## src/rtl/i_ref_pkg.sv

```systemverilog
// Shared types and constants for the I_REF setup sequencer.
package i_ref_pkg;

   localparam int unsigned DEFAULT_BUS_WIDTH = 10;
   localparam logic [DEFAULT_BUS_WIDTH-1:0] I_REF_MAX = '1;

   typedef enum logic [2:0] {
      IDLE,
      SETTLE,
      SAMPLE,
      DONE,
      FAIL
   } i_ref_seq_state_t;

   typedef enum logic {
      COARSE,
      FINE
   } i_ref_phase_t;

endpackage

```

## src/rtl/i_ref_setup_seq_if.sv

```systemverilog
// Handshake/result bundle between the sequencer and the analog front end / I_REF mux.
interface i_ref_setup_seq_if #(
   parameter int unsigned BUS_WIDTH = i_ref_pkg::DEFAULT_BUS_WIDTH
);
   logic                 start;
   logic                 cmp_above;
   logic [BUS_WIDTH-1:0] i_ref_setup;
   logic                 completed;
   logic                 busy;
   logic                 fail;

   modport master (
      output start,
      output cmp_above,
      input  i_ref_setup,
      input  completed,
      input  busy,
      input  fail
   );

   modport slave (
      input  start,
      input  cmp_above,
      output i_ref_setup,
      output completed,
      output busy,
      output fail
   );
endinterface

```

## src/rtl/settle_timer.sv

```systemverilog
// Load/expire down-counter that paces DAC/comparator settling after each code change.
module settle_timer #(
   parameter int unsigned SETTLE_CYCLES = 4
) (
   input  logic clk,
   input  logic rst,
   input  logic load,
   input  logic en,
   output logic expired
);
   localparam int unsigned CW = $clog2(SETTLE_CYCLES + 1);
   // Expiry is seen combinationally on the last settle cycle, so load one less.
   localparam logic [CW-1:0] LOAD_VAL = CW'(SETTLE_CYCLES - 1);

   logic [CW-1:0] count_q;

   always_ff @(posedge clk) begin
      if (rst) begin
         count_q <= '0;
      end else if (load) begin
         count_q <= LOAD_VAL;
      end else if (en && (count_q != '0)) begin
         count_q <= count_q - 1'b1;
      end
   end

   assign expired = (count_q == '0);
endmodule

```

## src/rtl/i_ref_setup_seq.sv

```systemverilog
// Coarse/fine linear search for the highest I_REF code whose current is at or below target.
module i_ref_setup_seq
   import i_ref_pkg::*;
#(
   parameter int unsigned BUS_WIDTH     = DEFAULT_BUS_WIDTH,
   parameter int unsigned COARSE_STEP   = 32,
   parameter int unsigned SETTLE_CYCLES = 4
) (
   input logic              clk,
   input logic              rst,
   i_ref_setup_seq_if.slave bus
);
   localparam logic [BUS_WIDTH-1:0] MAX         = '1;
   localparam logic [BUS_WIDTH:0]   STEP_COARSE = (BUS_WIDTH + 1)'(COARSE_STEP);
   localparam logic [BUS_WIDTH:0]   STEP_FINE   = (BUS_WIDTH + 1)'(1);

   i_ref_seq_state_t     state_q, state_d;
   i_ref_phase_t         phase_q, phase_d;
   logic                 first_q, first_d;
   logic [BUS_WIDTH-1:0] code_q, code_d;
   logic                 tmr_load, tmr_expired;

   logic [BUS_WIDTH:0]   step, diff, sum;
   logic [BUS_WIDTH-1:0] dec_code, inc_code;
   logic                 code_zero;

   // One extra bit catches borrow/carry so the code clamps instead of wrapping.
   always_comb begin
      step      = (phase_q == COARSE) ? STEP_COARSE : STEP_FINE;
      diff      = {1'b0, code_q} - step;
      sum       = {1'b0, code_q} + STEP_COARSE;
      dec_code  = diff[BUS_WIDTH] ? '0 : diff[BUS_WIDTH-1:0];
      inc_code  = (sum > {1'b0, MAX}) ? MAX : sum[BUS_WIDTH-1:0];
      code_zero = (code_q == '0);
   end

   always_ff @(posedge clk) begin
      if (rst) begin
         state_q <= IDLE;
         phase_q <= COARSE;
         first_q <= 1'b0;
         code_q  <= MAX;
      end else begin
         state_q <= state_d;
         phase_q <= phase_d;
         first_q <= first_d;
         code_q  <= code_d;
      end
   end

   always_comb begin
      state_d  = state_q;
      phase_d  = phase_q;
      first_d  = first_q;
      code_d   = code_q;
      tmr_load = 1'b0;
      unique case (state_q)
         IDLE, DONE, FAIL: begin
            if (bus.start) begin
               state_d  = SETTLE;
               phase_d  = COARSE;
               first_d  = 1'b1;
               code_d   = MAX;
               tmr_load = 1'b1;
            end
         end
         SETTLE: begin
            if (tmr_expired) state_d = SAMPLE;
         end
         SAMPLE: begin
            if (phase_q == COARSE) begin
               first_d = 1'b0;
               if (!bus.cmp_above && first_q) begin
                  state_d = FAIL;
               end else if (bus.cmp_above && code_zero) begin
                  state_d = FAIL;
                  code_d  = '0;
               end else if (bus.cmp_above) begin
                  state_d  = SETTLE;
                  code_d   = dec_code;
                  tmr_load = 1'b1;
               end else begin
                  // Overshot: back off one coarse step and walk down by ones.
                  state_d  = SETTLE;
                  code_d   = inc_code;
                  phase_d  = FINE;
                  tmr_load = 1'b1;
               end
            end else begin
               if (bus.cmp_above && code_zero) begin
                  state_d = FAIL;
               end else if (bus.cmp_above) begin
                  state_d  = SETTLE;
                  code_d   = dec_code;
                  tmr_load = 1'b1;
               end else begin
                  state_d = DONE;
               end
            end
         end
         default: state_d = IDLE;
      endcase
   end

   settle_timer #(
      .SETTLE_CYCLES (SETTLE_CYCLES)
   ) u_settle_timer (
      .clk     (clk),
      .rst     (rst),
      .load    (tmr_load),
      .en      (state_q == SETTLE),
      .expired (tmr_expired)
   );

   assign bus.i_ref_setup = code_q;
   assign bus.completed   = (state_q == DONE);
   assign bus.busy        = (state_q == SETTLE) || (state_q == SAMPLE);
   assign bus.fail        = (state_q == FAIL);
endmodule

```

## src/flat_wrapper.sv

```systemverilog
// flat-port wrapper written by rule: the top's interface ports become plain ports
module i_ref_setup_seq_flat import i_ref_pkg::*;
#(
   parameter int unsigned BUS_WIDTH     = DEFAULT_BUS_WIDTH,
   parameter int unsigned COARSE_STEP   = 32,
   parameter int unsigned SETTLE_CYCLES = 4
)
  (clk, rst, bus_start, bus_cmp_above, bus_i_ref_setup, bus_completed, bus_busy, bus_fail);
  i_ref_setup_seq_if #(.BUS_WIDTH(BUS_WIDTH)) bus_i ();
  input logic clk;
  input logic rst;
  input wire logic [$bits(bus_i.start)-1:0] bus_start;
  input wire logic [$bits(bus_i.cmp_above)-1:0] bus_cmp_above;
  output wire logic [$bits(bus_i.i_ref_setup)-1:0] bus_i_ref_setup;
  output wire logic [$bits(bus_i.completed)-1:0] bus_completed;
  output wire logic [$bits(bus_i.busy)-1:0] bus_busy;
  output wire logic [$bits(bus_i.fail)-1:0] bus_fail;
  assign bus_i.start = bus_start;
  assign bus_i.cmp_above = bus_cmp_above;
  assign bus_i_ref_setup = bus_i.i_ref_setup;
  assign bus_completed = bus_i.completed;
  assign bus_busy = bus_i.busy;
  assign bus_fail = bus_i.fail;
  i_ref_setup_seq #(.BUS_WIDTH(BUS_WIDTH), .COARSE_STEP(COARSE_STEP), .SETTLE_CYCLES(SETTLE_CYCLES)) u_core (.clk(clk), .rst(rst), .bus(bus_i));
endmodule
```

## config.mk

```make
export PLATFORM = sky130hd
export DESIGN_NAME = i_ref_setup_seq_flat
export DESIGN_NICKNAME = d
export VERILOG_FILES = /design/src/rtl/i_ref_pkg.sv /design/src/rtl/i_ref_setup_seq_if.sv /design/src/rtl/settle_timer.sv /design/src/rtl/i_ref_setup_seq.sv /design/src/flat_wrapper.sv
export SDC_FILE = /design/constraint.sdc
export NUM_CORES = 1
export LEC_CHECK = 0
export ABC_AREA = 1
export CAP_MARGIN = 20
export CORE_MARGIN = 2
export CORE_UTILIZATION = 61
export DETAILED_ROUTE_END_ITERATION = 6
export PLACE_DENSITY = 0.87
export SYNTH_ARGS = -nofsm -noshare
export SYNTH_HDL_FRONTEND = slang
export SYNTH_HIERARCHICAL = 1
export SYNTH_SLANG_ARGS = --single-unit
export TNS_END_PERCENT = 30
```

## constraint.sdc

```tcl
create_clock -name clk -period 5.8 [get_ports clk]
set_clock_uncertainty 0.2 [all_clocks]
set_input_delay 1.16 -clock clk [delete_from_list [all_inputs] [get_ports clk]]
set_output_delay 1.16 -clock clk [all_outputs]
set_load 0.02 [all_outputs]
```

==> flow_metrics.env, run 1 <==
export IMPL_power_share_switching=0.520
export IMPL_num_rows=18
export IMPL_worst_pin_slew_ns=0.760
export IMPL_route_detailed_drc=0
export IMPL_grt_pass1_wl_um=6320
export IMPL_vias=1686
export IMPL_p_leak_uw=0.000993
export IMPL_area_delta_synth_final_pct=11.9
export IMPL_relSlewSlack=0.492
export IMPL_clk_path_buf_depth=2
export IMPL_drive_gt1_frac=0.111
export IMPL_setup_tns_ns=0
export IMPL_synth_nets=284
export IMPL_track_usage=0.245
export IMPL_routedWlPerCell_um=11.0
export IMPL_antenna_found_initial=0
export IMPL_synth_cell_types=28
export IMPL_die_h_um=55.8
export IMPL_worstPathMaxFanout=12
export IMPL_avgSynthCellArea_um2=5.99
export IMPL_synthesis_area_mm2=0.00163
export IMPL_chipWidth_um=55.8
export IMPL_synthCells=273
export IMPL_clk_pin_slew_ns=0.10
export IMPL_ys_warn_count=6
export IMPL_grt_pass1_vias=1451
export IMPL_via_per_inst=5.32
export IMPL_setup_viol=0
export IMPL_synth_fa_ha_area_frac=0.0536
export IMPL_max_cap_violations=0
export IMPL_hpwl_um=2640
export IMPL_final_nets=299
export IMPL_synth_edff_count=0
export IMPL_synth_top_area_cell="dfxtp_1"
export IMPL_synth_flop_cell="dfxtp_1"
export IMPL_p_per_area_mw_per_mm2=490
export IMPL_fin_crit_sh=0.651
export IMPL_p_clk_frac=0.086
export IMPL_wl_um=3500
export IMPL_synth_compound_area_frac=0.106
export IMPL_p_switching_uw=466
export IMPL_synth_area_leaders="dfxtp_1 22%, nand2_1 20%, nand3_1 9.5%, inv_1 7.8%, ha_1 5.4%"
export IMPL_fill_cells=218
export IMPL_fmax_ghz=0.265
export IMPL_finalMaxSlewViolations=0
export IMPL_worstSetupStartpointType="register"
export IMPL_synth_top_area_frac=0.221
export IMPL_cts_root_buffer="clkbuf_4"
export IMPL_cp_arrival_ns=2.41
export IMPL_seq_area_frac_synth=0.221
export IMPL_cts_buffers=3
export IMPL_cp_end_kind="primary output"
export IMPL_synth_xor_area_share=0.0268
export IMPL_status="finished, final reports clean"
export IMPL_synth_most_common_cell="nand2_1"
export IMPL_port_buffers=16
export IMPL_async_reset_ff_frac=0
export IMPL_first_iter_violations=92
export IMPL_grt_max_degree=16
export IMPL_ctsResizeCount=0
export IMPL_min_path_type="register to register"
export IMPL_rsz0062_at_grt="no"
export IMPL_num_io_pins=17
export IMPL_cts_tree="done"
export IMPL_multi_input_area_mm2=0.00108
export IMPL_hold_violations=0
export IMPL_clk_latency_ns=0.29
export IMPL_synth_seq_cells=18
export IMPL_ir_worst_vdd_mv=0.363
export IMPL_synth_top_family_by_area="simple AND/OR/NAND/NOR gates"
export IMPL_seqCellArea_um2=360
export IMPL_cts_hold_buf=0
export IMPL_seq_power_share=0.261
export IMPL_h_tree_depth=1
export IMPL_cts_sinks=18
export IMPL_n_antenna_cell=0
export IMPL_crit_type="register to primary output"
export IMPL_synth_simple_gate_area_frac=0.472
export IMPL_post_cts_buffers=0
export IMPL_muxShareOfSynthArea=0
export IMPL_gp_congestion=0.888
export IMPL_p_comb_frac=0.652
export IMPL_synthTopCellsByCount="85 x nand2_1, 34 x inv_1, 31 x nand3_1, 22 x nor2_1, 18 x dfxtp_1"
export IMPL_worst_ep_required_time_ns=4.44
export IMPL_core_mm2=0.00250
export IMPL_period_needed_ns=3.77
export IMPL_final_util=0.731
export IMPL_start_util=0.654
export IMPL_dieArea_mm2=0.00311
export IMPL_gr_total_overflow=0
export IMPL_p_int_uw=430
export IMPL_ant_nets=0
export IMPL_dr_pass1_iters=5
cell families after synthesis:
| group | Yosys count |
|---|---|
| AND/OR/NAND/NOR | 164 |
| buffers and inverters | 46 |
| AO/OA/AOI/OAI | 33 |
| flip-flops | 18 |
| XOR/XNOR | 5 |
| adder cells (fa/ha/maj) | 7 |
worst max-delay path, stage by stage (launching register included):
cell and delay (ns):
dfxtp_1 0.33, inv_1 0.07, nand2_1 0.08, nor2_1 0.59, inv_1 0.31, nand2_1 0.14, clkdlybuf4s50_1 0.60
through the flow:
stage          std cells  total power, uW  instance area, um2  hold WS (ns)  worst slack [ns]
2_1_floorplan        273              672                1630         0.238              3.52
3_3_place_gp         313              807                1790         0.255              2.42
3_5_place_dp         313              812                1790         0.257              2.37
4_1_cts              317              893                1830         0.272              2.02
5_1_grt              317              993                1830         0.309              1.80
6_report             317              895                1830         0.270              2.03
registers in the layout, summed over array words and instances, names as in the netlist:
register / cells
u_core/bus.i_ref_setup: 10
u_core/u_settle_timer/count_q: 3
u_core/first_q: 1
u_core/state_q: 3
u_core/phase_q: 1
area by class of cell:
type                    instances  area share
flip-flops and latches         18       0.197
repair buffers                 16      0.0876
inverters                      40      0.0862
clock buffers                   4      0.0198
multi-input cells             209       0.589
well taps                      30      0.0205
layout by cell type (no fill, tap or decap):
| cell | Yosys | final |
|---|---|---|
| a21oi_1 | 16 | 16 |
| a31oi_1 | 2 | 2 |
| and3_1 | 1 | 1 |
| clkbuf_4 | 0 | 3 |
| clkbuf_8 | 0 | 1 |
| clkdlybuf4s50_1 | 0 | 16 |
| clkinv_4 | 1 | 1 |
| dfxtp_1 | 18 | 18 |
| ha_1 | 7 | 7 |
| inv_1 | 34 | 34 |
| inv_2 | 4 | 4 |
| inv_4 | 1 | 1 |
| nand2_1 | 85 | 85 |
| nand2_2 | 8 | 8 |
| nand2_4 | 4 | 4 |
| nand3_1 | 31 | 31 |
| nand3_2 | 2 | 2 |
| nand4_1 | 2 | 2 |
| nand4_2 | 1 | 1 |
| nor2_1 | 22 | 22 |
| nor2_2 | 2 | 2 |
| nor2_4 | 4 | 4 |
| nor3_1 | 2 | 2 |
| o21ai_0 | 13 | 13 |
| o21ai_2 | 1 | 1 |
| o31ai_1 | 1 | 1 |
| xnor2_1 | 1 | 1 |
| xor2_1 | 4 | 4 |
layer usage:
layer	GRT usage	wire, um	vias to the layer above
met5	0	0	-
li1	-	-	896
met3	0.0419	179	2
met2	0.381	1590	51
met1	0.355	1720	737
met4	0.0523	17	0
power by group through the flow:
stage | Clock, uW | Combinational [uW] | Sequential, uW
final | 77.3 | 584 | 234
after global routing | 82.7 | 666 | 245
after CTS | 78.6 | 581 | 234
after detailed placement | 0 | 576 | 237
after global placement | 0 | 570 | 237
after floorplan | 0 | 425 | 247
path summary, 6_finish.rpt:
check	from	end	slack, ns	cells past startpoint
setup / recovery	u_core/state_q[2]	bus_busy	2.03	6
hold reg to reg	u_core/u_settle_timer/count_q[1]	u_core/u_settle_timer/count_q[1]	0.27	2
hold / removal	u_core/u_settle_timer/count_q[1]	u_core/u_settle_timer/count_q[1]	0.27	2
setup reg to reg	u_core/phase_q	u_core/bus.i_ref_setup[2]	3.44	11
Power figures use the tool's default switching activity.
==> run 2: changes to the inputs <==
- CORE_UTILIZATION: 61 -> 57
- PLACE_DENSITY: 0.87 -> 0.82
- clock period: 5.8 -> 3.8 ns (I/O delays scaled with it)
==> flow_metrics.env, run 2 (synthesized netlist as in run 1, its figures left out) <==
export IMPL_via_per_inst=5.31
export IMPL_crit_family="buffers and inverters"
export IMPL_cp_end_kind="primary output"
export IMPL_h_tree_depth=1
export IMPL_slowest_stage="clkdlybuf4s50_1"
export IMPL_worst_ep_required_time_ns=2.84
export IMPL_cts_hold_buf=0
export IMPL_largest_reg_flops=10
export IMPL_finalMaxSlewViolations=0
export IMPL_grt_max_degree=16
export IMPL_hold_violations=0
export IMPL_gr_total_overflow=0
export IMPL_rsz0062_at_grt="no"
export IMPL_dieArea_mm2=0.00331
export IMPL_ctsResizeCount=0
export IMPL_route_detailed_drc=0
export IMPL_start_util=0.598
export IMPL_max_cap_violations=0
export IMPL_track_usage=0.238
export IMPL_crit_type="register to primary output"
export IMPL_drive_gt1_frac=0.115
export IMPL_relSlewSlack=0.632
export IMPL_worstSetupStartpointType="register"
export IMPL_die_h_um=57.5
export IMPL_ir_worst_vdd_mv=0.583
export IMPL_r2r_slack_ns=1.46
export IMPL_p_leak_uw=0.000998
export IMPL_cts_buffers=3
export IMPL_max_stage_delay_ns=0.60
export IMPL_gp_congestion=0.878
export IMPL_fmax_ghz=0.348
export IMPL_clk_latency_ns=0.30
export IMPL_cts_sinks=18
export IMPL_grt_pass1_vias=1542
export IMPL_period_needed_ns=2.88
export IMPL_antenna_found_initial=0
export IMPL_core_mm2=0.00273
export IMPL_ant_nets=0
export IMPL_post_cts_buffers=0
export IMPL_chipWidth_um=57.5
export IMPL_final_cell_mix="85 x nand2_1, 34 x inv_1, 31 x nand3_1"
export IMPL_area_delta_synth_final_pct=12.4
export IMPL_vias=1693
export IMPL_path_cells="inv_1, nand2_1, nor2_1, buf_4, inv_1, nand2_1, clkdlybuf4s50_1"
export IMPL_first_iter_violations=108
export IMPL_final_nets=300
export IMPL_min_path_type="register to register"
export IMPL_hpwl_um=2760
export IMPL_worst_pin_slew_ns=0.551
export IMPL_num_rows=19
export IMPL_setup_tns_ns=0
export IMPL_clk_pin_slew_ns=0.10
export IMPL_cts_root_buffer="clkbuf_4"
export IMPL_fill_cells=271
export IMPL_wl_um=3720
export IMPL_cp_arrival_ns=1.92
export IMPL_worstPathMaxFanout=12
export IMPL_grt_pass1_wl_um=6350
export IMPL_n_antenna_cell=0
export IMPL_cts_tree="done"
export IMPL_whs_ns=0.270
export IMPL_cp_num_buf_inv=4
export IMPL_p_per_area_mw_per_mm2=748
export IMPL_fin_crit_sh=0.757
export IMPL_port_buffers=16
export IMPL_status="finished, final reports clean"
export IMPL_final_common_cell="nand2_1"
export IMPL_num_io_pins=17
export IMPL_clk_path_buf_depth=2
export IMPL_routedWlPerCell_um=11.7
export IMPL_dr_pass1_iters=5
export IMPL_setup_viol=0
[run 2: changes by cell type in the layout (fill, tap and decap cells not counted)]
cell and change:
buf_4 +1
[run 2: worst register-to-register path, stage by stage, from the launching register on]
cell and delay [ns]:
dfxtp_1 0.55, ha_1 0.29, ha_1 0.22, nand2_2 0.10
o21ai_2 0.19, nand3_2 0.22, nand3_1 0.18, nor2_1 0.05
nor2_1 0.09, nand2_1 0.06, nand2_1 0.05, nand2_1 0.04
[run 2: layout make-up]
class | instances | area [um2] | share of cell area
clock buffers | 4 | 36.3 | 0.0198
inverters | 40 | 158 | 0.0858
multi-input cells | 209 | 1080 | 0.586
flip-flops and latches | 18 | 360 | 0.196
well taps | 31 | 38.8 | 0.0211
repair buffers | 17 | 168 | 0.0913
[run 2: final timing paths]
check | cells after the start | start | end
setup / recovery | 7 | u_core/state_q[2] | bus_busy
hold / removal | 2 | u_core/u_settle_timer/count_q[1] | u_core/u_settle_timer/count_q[1]
setup reg to reg | 11 | u_core/phase_q | u_core/bus.i_ref_setup[9]
hold reg to reg | 2 | u_core/u_settle_timer/count_q[1] | u_core/u_settle_timer/count_q[1]
[run 2: layer usage]
metal,track usage,share of wire
met5,0,0
met4,0.0565,0.0054
met3,0.0408,0.047
met2,0.407,0.48
met1,0.312,0.47
[run 2: power by group]
group          internal [uW]  total [uW]  switching, uW  leakage, uW
Combinational            347         892            544     0.000829
Sequential               253         362            109     0.000149
Clock                   58.4         121           62.1    0.0000210
Total                    659        1370            715     0.000998
[run 2: stage by stage]
| stage | total power (uW) | setup slack, ns | area (um2) | instances | util |
|---|---|---|---|---|---|
| finish | 1370 | 0.925 | 1840 | 319 | 0.672 |
| global route | 1510 | 0.798 | 1840 | 319 | 0.672 |
| CTS | 1370 | 0.916 | 1840 | 319 | 0.672 |
| detailed placement | 1250 | 0.814 | 1800 | 315 | 0.659 |
| global placement | 1240 | 0.925 | 1800 | 315 | 0.659 |
| floorplan | 1030 | 1.79 | 1630 | 273 | - |
